File: src/rtl/usb_tx_bus_sequencer_if.sv
`default_nettype none
// ============================================================================
//  Module   : usb_tx_bus_sequencer_if
//  Purpose  : Producer-side write port, host read strobe, status flags and
//             bus-driver outputs of the USB TX bus sequencer, bundled as one
//             interface.
//  Revision : 1.0  initial release
// ============================================================================
interface usb_tx_bus_sequencer_if #(
    parameter int WIDTH      = 16,
    parameter int DEPTH_LOG2 = 5
);
    // Producer side
    logic [WIDTH-1:0]    in_data;
    logic                in_wr;
    logic                in_full;

    // Host handshake and status
    logic                usb_rd;
    logic                pkt_rdy;
    logic [DEPTH_LOG2:0] fill_level;
    logic                underrun;
    logic                overrun;
    logic                clear_status;

    // Bus driver side
    logic [WIDTH-1:0]    data;
    logic                enabledt;

    // Sequencer view
    modport slave (
        input  in_data, in_wr, usb_rd, clear_status,
        output in_full, pkt_rdy, fill_level, underrun, overrun, data, enabledt
    );

    // Producer / host view
    modport master (
        output in_data, in_wr, usb_rd, clear_status,
        input  in_full, pkt_rdy, fill_level, underrun, overrun, data, enabledt
    );
endinterface
`default_nettype wire

File: src/rtl/usb_tx_bus_sequencer.sv
`default_nettype none
// ============================================================================
//  Module   : usb_tx_bus_sequencer
//  Purpose  : FIFO-buffers producer words and, on a host read strobe,
//             sequences one PKT_WORDS packet onto the shared USB data bus
//             through the tristate driver, with one-cycle turn-on/turn-off.
//  Revision : 1.0  initial release
// ============================================================================
module usb_tx_bus_sequencer #(
    parameter int WIDTH      = 16,
    parameter int DEPTH_LOG2 = 5,
    parameter int PKT_WORDS  = 16
) (
    input  logic                   usbclk,
    input  logic                   reset,
    usb_tx_bus_sequencer_if.slave  bus
);

    localparam int                  c_DEPTH     = 2 ** DEPTH_LOG2;
    localparam logic [DEPTH_LOG2:0] c_DEPTH_CNT = (DEPTH_LOG2 + 1)'(c_DEPTH);
    localparam logic [DEPTH_LOG2:0] c_PKT_CNT   = (DEPTH_LOG2 + 1)'(PKT_WORDS);
    localparam logic [DEPTH_LOG2:0] c_LAST_IDX  = (DEPTH_LOG2 + 1)'(PKT_WORDS - 1);

    typedef enum logic [1:0] {
        S_IDLE     = 2'd0,
        S_TURN_ON  = 2'd1,
        S_DRIVE    = 2'd2,
        S_TURN_OFF = 2'd3
    } state_t;

    state_t                r_state;
    state_t                w_state_nxt;

    logic [WIDTH-1:0]      r_mem [0:c_DEPTH-1];
    logic [DEPTH_LOG2-1:0] r_wr_ptr;
    logic [DEPTH_LOG2-1:0] r_rd_ptr;
    logic [DEPTH_LOG2-1:0] w_rd_ptr_nxt;
    logic [DEPTH_LOG2:0]   r_count;
    logic [DEPTH_LOG2:0]   r_word_cnt;

    logic [WIDTH-1:0]      r_data;
    logic                  r_enabledt;
    logic                  r_underrun;
    logic                  r_overrun;

    logic                  w_full;
    logic                  w_pkt_rdy;
    logic                  w_push;
    logic                  w_pop;
    logic                  w_start;
    logic                  w_last_pop;
    logic                  w_set_underrun;
    logic                  w_set_overrun;

    // Occupancy-derived status is purely combinational from the count
    assign w_full        = (r_count == c_DEPTH_CNT);
    assign w_pkt_rdy     = (r_count >= c_PKT_CNT);
    assign w_push        = bus.in_wr && !w_full;
    assign w_set_overrun = bus.in_wr && w_full;
    assign w_rd_ptr_nxt  = r_rd_ptr + 1'b1;

    // State register
    always_ff @(posedge usbclk) begin
        if (reset) begin
            r_state <= S_IDLE;
        end else begin
            r_state <= w_state_nxt;
        end
    end

    // Next-state and per-cycle control decode; usb_rd is ignored in the
    // turn-on/turn-off phases so the host cannot pop or flag an underrun there
    always_comb begin
        w_state_nxt    = r_state;
        w_start        = 1'b0;
        w_pop          = 1'b0;
        w_last_pop     = 1'b0;
        w_set_underrun = 1'b0;
        case (r_state)
            S_IDLE: begin
                if (bus.usb_rd) begin
                    if (w_pkt_rdy) begin
                        w_start     = 1'b1;
                        w_state_nxt = S_TURN_ON;
                    end else begin
                        w_set_underrun = 1'b1;
                    end
                end
            end
            S_TURN_ON: begin
                w_state_nxt = S_DRIVE;
            end
            S_DRIVE: begin
                if (bus.usb_rd) begin
                    w_pop = 1'b1;
                    if (r_word_cnt == c_LAST_IDX) begin
                        w_last_pop  = 1'b1;
                        w_state_nxt = S_TURN_OFF;
                    end
                end
            end
            S_TURN_OFF: begin
                w_state_nxt = S_IDLE;
            end
            default: begin
                w_state_nxt = S_IDLE;
            end
        endcase
    end

    // FIFO storage; contents are not reset, only the pointers are
    always_ff @(posedge usbclk) begin
        if (w_push) begin
            r_mem[r_wr_ptr] <= bus.in_data;
        end
    end

    // FIFO pointers and occupancy count; pointers wrap naturally at 2**DEPTH_LOG2
    always_ff @(posedge usbclk) begin
        if (reset) begin
            r_wr_ptr <= '0;
            r_rd_ptr <= '0;
            r_count  <= '0;
        end else begin
            if (w_push) begin
                r_wr_ptr <= r_wr_ptr + 1'b1;
            end
            if (w_pop) begin
                r_rd_ptr <= w_rd_ptr_nxt;
            end
            case ({w_push, w_pop})
                2'b10:   r_count <= r_count + 1'b1;
                2'b01:   r_count <= r_count - 1'b1;
                default: r_count <= r_count;
            endcase
        end
    end

    // Position within the current burst
    always_ff @(posedge usbclk) begin
        if (reset) begin
            r_word_cnt <= '0;
        end else if (w_start) begin
            r_word_cnt <= '0;
        end else if (w_pop) begin
            r_word_cnt <= r_word_cnt + 1'b1;
        end
    end

    // Bus driver data/enable: word 0 is presented on entry to turn-on, each
    // pop presents the following word, and the last pop keeps the final word
    // on data while the enable is withdrawn
    always_ff @(posedge usbclk) begin
        if (reset) begin
            r_data     <= '0;
            r_enabledt <= 1'b0;
        end else if (w_start) begin
            r_data     <= r_mem[r_rd_ptr];
            r_enabledt <= 1'b1;
        end else if (w_last_pop) begin
            r_enabledt <= 1'b0;
        end else if (w_pop) begin
            r_data     <= r_mem[w_rd_ptr_nxt];
        end
    end

    // Sticky error flags; a new event wins over a simultaneous clear
    always_ff @(posedge usbclk) begin
        if (reset) begin
            r_underrun <= 1'b0;
            r_overrun  <= 1'b0;
        end else begin
            r_underrun <= w_set_underrun | (r_underrun & ~bus.clear_status);
            r_overrun  <= w_set_overrun  | (r_overrun  & ~bus.clear_status);
        end
    end

    assign bus.in_full    = w_full;
    assign bus.pkt_rdy    = w_pkt_rdy;
    assign bus.fill_level = r_count;
    assign bus.data       = r_data;
    assign bus.enabledt   = r_enabledt;
    assign bus.underrun   = r_underrun;
    assign bus.overrun    = r_overrun;

endmodule
`default_nettype wire

File: src/flat_wrapper.sv
// flat-port wrapper written by rule: the top's interface ports become plain ports
module usb_tx_bus_sequencer_flat 
#(
    parameter int WIDTH      = 16,
    parameter int DEPTH_LOG2 = 5,
    parameter int PKT_WORDS  = 16
)
  (usbclk, reset, bus_in_data, bus_in_wr, bus_usb_rd, bus_clear_status, bus_in_full, bus_pkt_rdy, bus_fill_level, bus_underrun, bus_overrun, bus_data, bus_enabledt);
  usb_tx_bus_sequencer_if #(.WIDTH(WIDTH), .DEPTH_LOG2(DEPTH_LOG2)) bus_i ();
  input  logic usbclk;
  input  logic reset;
  input wire logic [$bits(bus_i.in_data)-1:0] bus_in_data;
  input wire logic [$bits(bus_i.in_wr)-1:0] bus_in_wr;
  input wire logic [$bits(bus_i.usb_rd)-1:0] bus_usb_rd;
  input wire logic [$bits(bus_i.clear_status)-1:0] bus_clear_status;
  output wire logic [$bits(bus_i.in_full)-1:0] bus_in_full;
  output wire logic [$bits(bus_i.pkt_rdy)-1:0] bus_pkt_rdy;
  output wire logic [$bits(bus_i.fill_level)-1:0] bus_fill_level;
  output wire logic [$bits(bus_i.underrun)-1:0] bus_underrun;
  output wire logic [$bits(bus_i.overrun)-1:0] bus_overrun;
  output wire logic [$bits(bus_i.data)-1:0] bus_data;
  output wire logic [$bits(bus_i.enabledt)-1:0] bus_enabledt;
  assign bus_i.in_data = bus_in_data;
  assign bus_i.in_wr = bus_in_wr;
  assign bus_i.usb_rd = bus_usb_rd;
  assign bus_i.clear_status = bus_clear_status;
  assign bus_in_full = bus_i.in_full;
  assign bus_pkt_rdy = bus_i.pkt_rdy;
  assign bus_fill_level = bus_i.fill_level;
  assign bus_underrun = bus_i.underrun;
  assign bus_overrun = bus_i.overrun;
  assign bus_data = bus_i.data;
  assign bus_enabledt = bus_i.enabledt;
  usb_tx_bus_sequencer #(.WIDTH(WIDTH), .DEPTH_LOG2(DEPTH_LOG2), .PKT_WORDS(PKT_WORDS)) u_core (.usbclk(usbclk), .reset(reset), .bus(bus_i));
endmodule
File: config.mk
export PLATFORM = sky130hd
export DESIGN_NAME = usb_tx_bus_sequencer_flat
export DESIGN_NICKNAME = d
export VERILOG_FILES = /design/src/rtl/usb_tx_bus_sequencer_if.sv /design/src/rtl/usb_tx_bus_sequencer.sv /design/src/flat_wrapper.sv
export SDC_FILE = /design/constraint.sdc
export NUM_CORES = 1
export LEC_CHECK = 0
export ABC_AREA = 1
export CAP_MARGIN = 30
export CORE_ASPECT_RATIO = 1.25
export CORE_MARGIN = 1
export CORE_UTILIZATION = 51
export DETAILED_ROUTE_END_ITERATION = 10
export PLACE_DENSITY_LB_ADDON = 0.2
export SYNTH_ARGS = -nofsm -noshare
export SYNTH_HDL_FRONTEND = slang
export SYNTH_SLANG_ARGS = --single-unit
File: constraint.sdc
create_clock -name usbclk -period 3.3 [get_ports usbclk]
set_input_delay 0.66 -clock usbclk [delete_from_list [all_inputs] [get_ports usbclk]]
set_output_delay 0.66 -clock usbclk [all_outputs]
set_load 0.02 [all_outputs]
==> results.sh, run 1 <==
export IMPL_port_buffers=47
export IMPL_cts_tree="done"
export IMPL_status="finished clean"
export IMPL_place_congestion=0.946
export IMPL_core_sq_mm=0.0550
export IMPL_crit_buf_inv=4
export IMPL_end_kind="register"
export IMPL_yosysSeqAreaShare=0.574
export IMPL_synth_net_count=3428
export IMPL_first_pass_iters=6
export IMPL_fp_dieW_um=213
export IMPL_power_static_leakage_nw=13.0
export IMPL_hold_buffers=0
export IMPL_critPathMaxStageDelay_ps=440
export IMPL_ctsHtreeMaxLevel=2
export IMPL_grtUsageTotal=0.337
export IMPL_cts_num_sinks=560
export IMPL_yosysMostFrequentCell="nand2_1"
export IMPL_drive_gt1_frac=0.0630
export IMPL_fin_setup_tns_ps=0
export IMPL_clock_skew_ps=19.8
export IMPL_antenna_found_initial=3
export IMPL_dpl_hpwl_mm=56.6
export IMPL_powerDensity_mw_per_mm2=667
export IMPL_netlist_area_sq_mm=0.0285
export IMPL_clk_path_buf_depth=3
export IMPL_async_flop_share=0
export IMPL_nFillCells=4901
export IMPL_crit_path_frequent_cell="nand3_1"
export IMPL_setup_ws_ps=415
export IMPL_avgRoutedWirePerCell_um=23.1
export IMPL_cts_root_buffer="clkbuf_16"
export IMPL_num_rows=96
export IMPL_viasPerCell=6.00
export IMPL_syn_area_per_cell_sq_um=8.39
export IMPL_cp_max_fo=103
export IMPL_synth_warnings=0
export IMPL_fmax_ghz=0.347
export IMPL_cts_setup_buffers=0
export IMPL_syn_inst=3396
export IMPL_synth_top_area_cell="edfxtp_1"
export IMPL_final_hold_viol_count=0
export IMPL_cp_data_arrival_time_ps=3390
export IMPL_grt_pass1_vias=23400
export IMPL_nets=3400
export IMPL_grt_max_degree=125
export IMPL_grt_pass1_wl_mm=142
export IMPL_path_clk_slew_ps=60
export IMPL_relSlewSlack=0.383
export IMPL_pre_cts_ws_ps=482
export IMPL_critPathTopFamily="buffers and inverters"
export IMPL_cts_resized=0
export IMPL_diodes=0
export IMPL_setup_violations=0
export IMPL_tightestPinTransition_ps=925
export IMPL_ir_drop_v=0.000463
export IMPL_syn2layout_area_growth_pct=11.6
export IMPL_synth_flop_cell="edfxtp_1"
export IMPL_drv_slew=0
export IMPL_drt_iter0_markers=3487
export IMPL_cts_buffers=55
export IMPL_wirelength_mm=95.9
export IMPL_die_y_um=266
export IMPL_period_minus_slack_ps=2890
export IMPL_clock_latency_ps=620
export IMPL_cp_required_ps=3810
export IMPL_synth_top_cells_by_count="nand2_1, nand3_1, edfxtp_1, inv_1, nor2_1"
export IMPL_io_pin_count=48
export IMPL_path_cells="buf_4 > inv_6 > buf_12 > o21ai_0 > nand3_1 > nand3_1 > nand3_1 > nand3_1 > nand3_1 > nand2_1 > inv_1"
export IMPL_period_share=0.874
export IMPL_slowest_stage="buf_4"
export IMPL_ant_nets=0
export IMPL_cap_violations=0
export IMPL_whs_ps=476
export IMPL_dieArea_sq_mm=0.0568
export IMPL_rsz0062_at_grt="no"
export IMPL_hold_class="reg -> reg"
export IMPL_crit_type="reg -> reg"
export IMPL_start_util=0.518
export IMPL_synth_edf_count=512
export IMPL_start_kind="register"
export IMPL_grt_overflow_total=0
export IMPL_synth_seq_cells=560
export IMPL_synth_cell_type_count=26
export IMPL_vias=24900
export IMPL_synth_top_cells_by_area="edfxtp_1, nand2_1, nand3_1"
export IMPL_synth_top_area_frac=0.540
export IMPL_drc_errors=0
layer usage:
layer	track usage	wire, um	vias to the layer above
met2	0.528	44500	1569
met5	0	0	-
met4	0.160	4340	0
met3	0.0575	10300	241
met1	0.455	36700	11800
li1	-	-	11200
area by class of cell:
class                   instances  area [sq um]  share of cell area
multi-input cells            2375         10500               0.329
clock inverters                32           267             0.00838
clock buffers                  70          1480              0.0467
inverters                     235           900              0.0283
flip-flops and latches        560         16300               0.514
well taps                     735           920              0.0289
repair buffers                141          1430              0.0449
registers in the layout, summed over array words and instances (netlist names), named ones only:
signal / cells
u_core.r_state: 2
u_core.r_rd_ptr: 5
u_core.r_mem: 512
u_core.bus.data: 16
u_core.bus.fill_level: 6
u_core.r_wr_ptr: 5
u_core.bus.enabledt: 1
u_core.bus.overrun: 1
u_core.r_word_cnt: 6
u_core.bus.underrun: 1
through the flow:
stage	power [W]	std cells	area, sq um	utilization
floorplan	0.0122	3396	28500	-
global placement	0.0149	4046	30000	0.546
detailed placement	0.0149	4046	30000	0.546
CTS	0.0211	4148	31800	0.578
global route	0.0220	4148	31800	0.578
finish	0.0212	4148	31800	0.578
worst register-to-register path: cells and delay by family (launching register included):
kind	cells	cell delay, ps
AOI/OAI and AO/OA	1	470
DFF	1	360
and+or+nand+nor	6	930
buffers and inverters	4	1010
path summary, 6_finish.rpt:
| path | depth (start not counted) | slack (ps) | start | end |
|---|---|---|---|---|
| worst max register to register | 11 | 410 | u_core.r_rd_ptr[0] | u_core.bus.data[7] |
| worst min register to register | 2 | 480 | u_core.bus.overrun | u_core.bus.overrun |
| worst min-delay path | 2 | 480 | u_core.bus.overrun | u_core.bus.overrun |
| worst max-delay path | 11 | 410 | u_core.r_rd_ptr[0] | u_core.bus.data[7] |
cell usage in the layout (no fill, tap or decap), types with 2 or more instances in the layout:
cell | netlist | routed
a21oi_1 | 35 | 35
buf_12 | 0 | 20
buf_4 | 3 | 74
bufinv_16 | 0 | 4
clkbuf_1 | 135 | 11
clkbuf_16 | 0 | 56
clkbuf_8 | 0 | 3
clkdlybuf4s50_1 | 0 | 47
clkinv_1 | 2 | 13
clkinv_2 | 0 | 10
clkinvlp_4 | 0 | 3
dfxtp_1 | 48 | 44
dfxtp_4 | 0 | 3
edfxtp_1 | 512 | 512
ha_1 | 11 | 10
inv_1 | 228 | 227
inv_2 | 5 | 4
inv_6 | 0 | 4
nand2_1 | 1192 | 1192
nand3_1 | 758 | 758
nor2_1 | 210 | 188
nor2_2 | 0 | 22
nor3_1 | 7 | 4
nor3_2 | 1 | 4
nor3b_1 | 2 | 2
o211ai_1 | 12 | 12
o21ai_0 | 129 | 129
xnor2_1 | 6 | 5
xor2_1 | 6 | 5
xor2_4 | 0 | 2
logic make-up after synthesis:
kind of cell / count (synthesis) / share of synthesized area
adder cells (fa/ha/maj): 11 / 0.00483
buffers and inverters: 461 / 0.0636
AND/OR/NAND/NOR: 2173 / 0.321
XOR/XNOR: 14 / 0.00483
flip-flops: 560 / 0.574
AO/OA/AOI/OAI: 177 / 0.0323
where the power goes:
group	total [W]	internal [W]	switching [W]
logic	0.00689	0.00189	0.00500
clock network	0.00623	0.00348	0.00275
registers	0.00810	0.00792	0.000184
total	0.0212	0.0133	0.00793
(Power assumes the default switching activity.)
==> run 2, diff against run 1 <==
--- a/config.mk
+++ b/config.mk
@@ -7,11 +7,13 @@
 export LEC_CHECK = 0
 export ABC_AREA = 1
 export CAP_MARGIN = 30
+export CELL_PAD_IN_SITES_DETAIL_PLACEMENT = 1
+export CELL_PAD_IN_SITES_GLOBAL_PLACEMENT = 2
 export CORE_ASPECT_RATIO = 1.25
 export CORE_MARGIN = 1
-export CORE_UTILIZATION = 51
+export CORE_UTILIZATION = 39
 export DETAILED_ROUTE_END_ITERATION = 10
-export PLACE_DENSITY_LB_ADDON = 0.2
+export PLACE_DENSITY = 0.78
 export SYNTH_ARGS = -nofsm -noshare
 export SYNTH_HDL_FRONTEND = slang
 export SYNTH_SLANG_ARGS = --single-unit
==> results.sh, run 2 (synthesis gave the netlist of run 1 again) <==
export IMPL_r2r_start="u_core.bus.fill_level[3]"
export IMPL_p_total_w=0.0223
export IMPL_period_minus_slack_ps=2700
export IMPL_period_share=0.817
export IMPL_dieArea_sq_mm=0.0741
export IMPL_place_area_sq_mm=0.0307
export IMPL_cts_tree="done"
export IMPL_ff2ff_path_depth=14
export IMPL_largest_register="u_core.r_mem"
export IMPL_place_congestion=0.885
export IMPL_clock_skew_ps=36.3
export IMPL_io_pin_count=48
export IMPL_viasPerCell=5.69
export IMPL_cts_setup_buffers=0
export IMPL_syn2layout_area_growth_pct=15.0
export IMPL_r2r_slack_ps=740
export IMPL_whs_path_depth=2
export IMPL_fmax_ghz=0.371
export IMPL_cts_root_buffer="clkbuf_16"
export IMPL_path_cells="inv_1 > nand2_1 > nor3_1 > nand2_1 > inv_1 > clkdlybuf4s50_1"
export IMPL_nets=3441
export IMPL_diodes=0
export IMPL_slowest_stage="clkdlybuf4s50_1"
export IMPL_final_common_cell="nand2_1"
export IMPL_fin_setup_tns_ps=0
export IMPL_rsz0062_at_grt="no"
export IMPL_path_clk_slew_ps=60
export IMPL_grtUsageTotal=0.311
export IMPL_ctsHtreeMaxLevel=2
export IMPL_avgRoutedWirePerCell_um=26.2
export IMPL_num_rows=110
export IMPL_grt_pass1_wl_mm=171
export IMPL_cp_required_ps=2640
export IMPL_grt_pass1_vias=26600
export IMPL_holdPathEnd="u_core.bus.overrun"
export IMPL_crit_type="reg -> out"
export IMPL_cp_data_arrival_time_ps=2040
export IMPL_drc_errors=0
export IMPL_end_kind="output pin"
export IMPL_critPathMaxStageDelay_ps=600
export IMPL_relSlewSlack=0.368
export IMPL_hold_buffers=0
export IMPL_cp_max_fo=4
export IMPL_crit_buf_inv=3
export IMPL_clock_latency_ps=660
export IMPL_ant_nets=0
export IMPL_start_util=0.395
export IMPL_vias=25100
export IMPL_first_pass_iters=7
export IMPL_core_sq_mm=0.0721
export IMPL_die_y_um=304
export IMPL_clk_path_buf_depth=3
export IMPL_setup_violations=0
export IMPL_critPathTopFamily="buffers and inverters"
export IMPL_nFillCells=8435
export IMPL_cts_buffers=61
export IMPL_start_kind="register"
export IMPL_powerDensity_mw_per_mm2=681
export IMPL_final_cells=4414
export IMPL_power_static_leakage_nw=13.3
export IMPL_cts_num_sinks=560
export IMPL_dp_cells=4298
export IMPL_hold_class="reg -> reg"
export IMPL_fp_dieW_um=244
export IMPL_layout_common_cells="nand2_1, nand3_1, edfxtp_1, inv_1, nor2_1"
export IMPL_ir_drop_v=0.000465
export IMPL_grt_max_degree=129
export IMPL_tightestPinTransition_ps=947
export IMPL_cap_violations=0
export IMPL_final_hold_viol_count=0
export IMPL_r2r_end="u_core.bus.fill_level[5]"
export IMPL_status="finished clean"
export IMPL_dpl_hpwl_mm=72.7
export IMPL_drv_slew=0
export IMPL_antenna_found_initial=0
export IMPL_wirelength_mm=116
export IMPL_cts_resized=0
export IMPL_largest_reg_flops=512
export IMPL_drt_iter0_markers=2472
export IMPL_worstHoldStart="u_core.bus.overrun"
export IMPL_drive_gt1_frac=0.0771
export IMPL_port_buffers=47
export IMPL_final_cell_area_sq_mm=0.0327
export IMPL_grt_overflow_total=0
run 2: cell count changes in the layout (fill, tap and decap cells not counted), sizes merged:
cell,before,now
buf,94,129
bufinv,4,7
clkbuf,70,73
inv,236,235
clkinv,24,30
clkinvlp,3,6
run 2: report_power, final:
part / switching (W) / internal (W) / total [W] / leakage [nW]
combinational: 0.00512 / 0.00201 / 0.00713 / 7.31
clock: 0.00300 / 0.00401 / 0.00701 / 0.962
sequential: 0.000230 / 0.00792 / 0.00815 / 5.01
run 2: worst max-delay path by stage:
stage | slack, ps | cells after the start | startpoint | to
after global routing | 420 | 6 | u_core.bus.fill_level[3] | bus_in_full
after global placement | 440 | 11 | bus_in_wr | u_core.bus.fill_level[4]
final | 600 | 6 | u_core.bus.fill_level[3] | bus_in_full
after floorplan | 700 | 7 | u_core.bus.fill_level[3] | u_core.r_mem[31][0]
after detailed placement | 380 | 9 | bus_in_wr | u_core.bus.fill_level[3]
after CTS | 570 | 5 | u_core.bus.fill_level[5] | bus_in_full
run 2: metrics by stage:
step	hold slack [ps]	utilization	worst slack, ps
finish	474	0.454	603
global route	502	0.454	417
CTS	480	0.454	567
detailed placement	472	0.426	382
global placement	453	0.426	436
floorplan	448	-	699
run 2: worst reg2reg max path, delay by kind of cell, from the launching register on:
family	cells	cell delay, ps
AND/OR/NAND/NOR	9	880
flip-flops	1	410
adder cells (fa/ha/maj)	1	380
XOR/XNOR	1	380
AO/OA/AOI/OAI	2	310
buffers and inverters	1	80
run 2: area by class of cell:
type,count,area (sq um),area share
Sequential cell,560,16400,0.499
Multi-Input combinational cell,2375,10500,0.320
Timing Repair Buffer,176,1810,0.0554
Clock buffer,73,1610,0.0493
Tap cell,952,1190,0.0364
Inverter,235,906,0.0277
Clock inverter,43,389,0.0119
run 2: per-layer routing:
layer	wire [um]	part of all wire	global-route usage
met4	6090	0.053	0.153
met2	56500	0.49	0.525
met3	6210	0.054	0.0365
met5	0	0	0
met1	46900	0.41	0.394
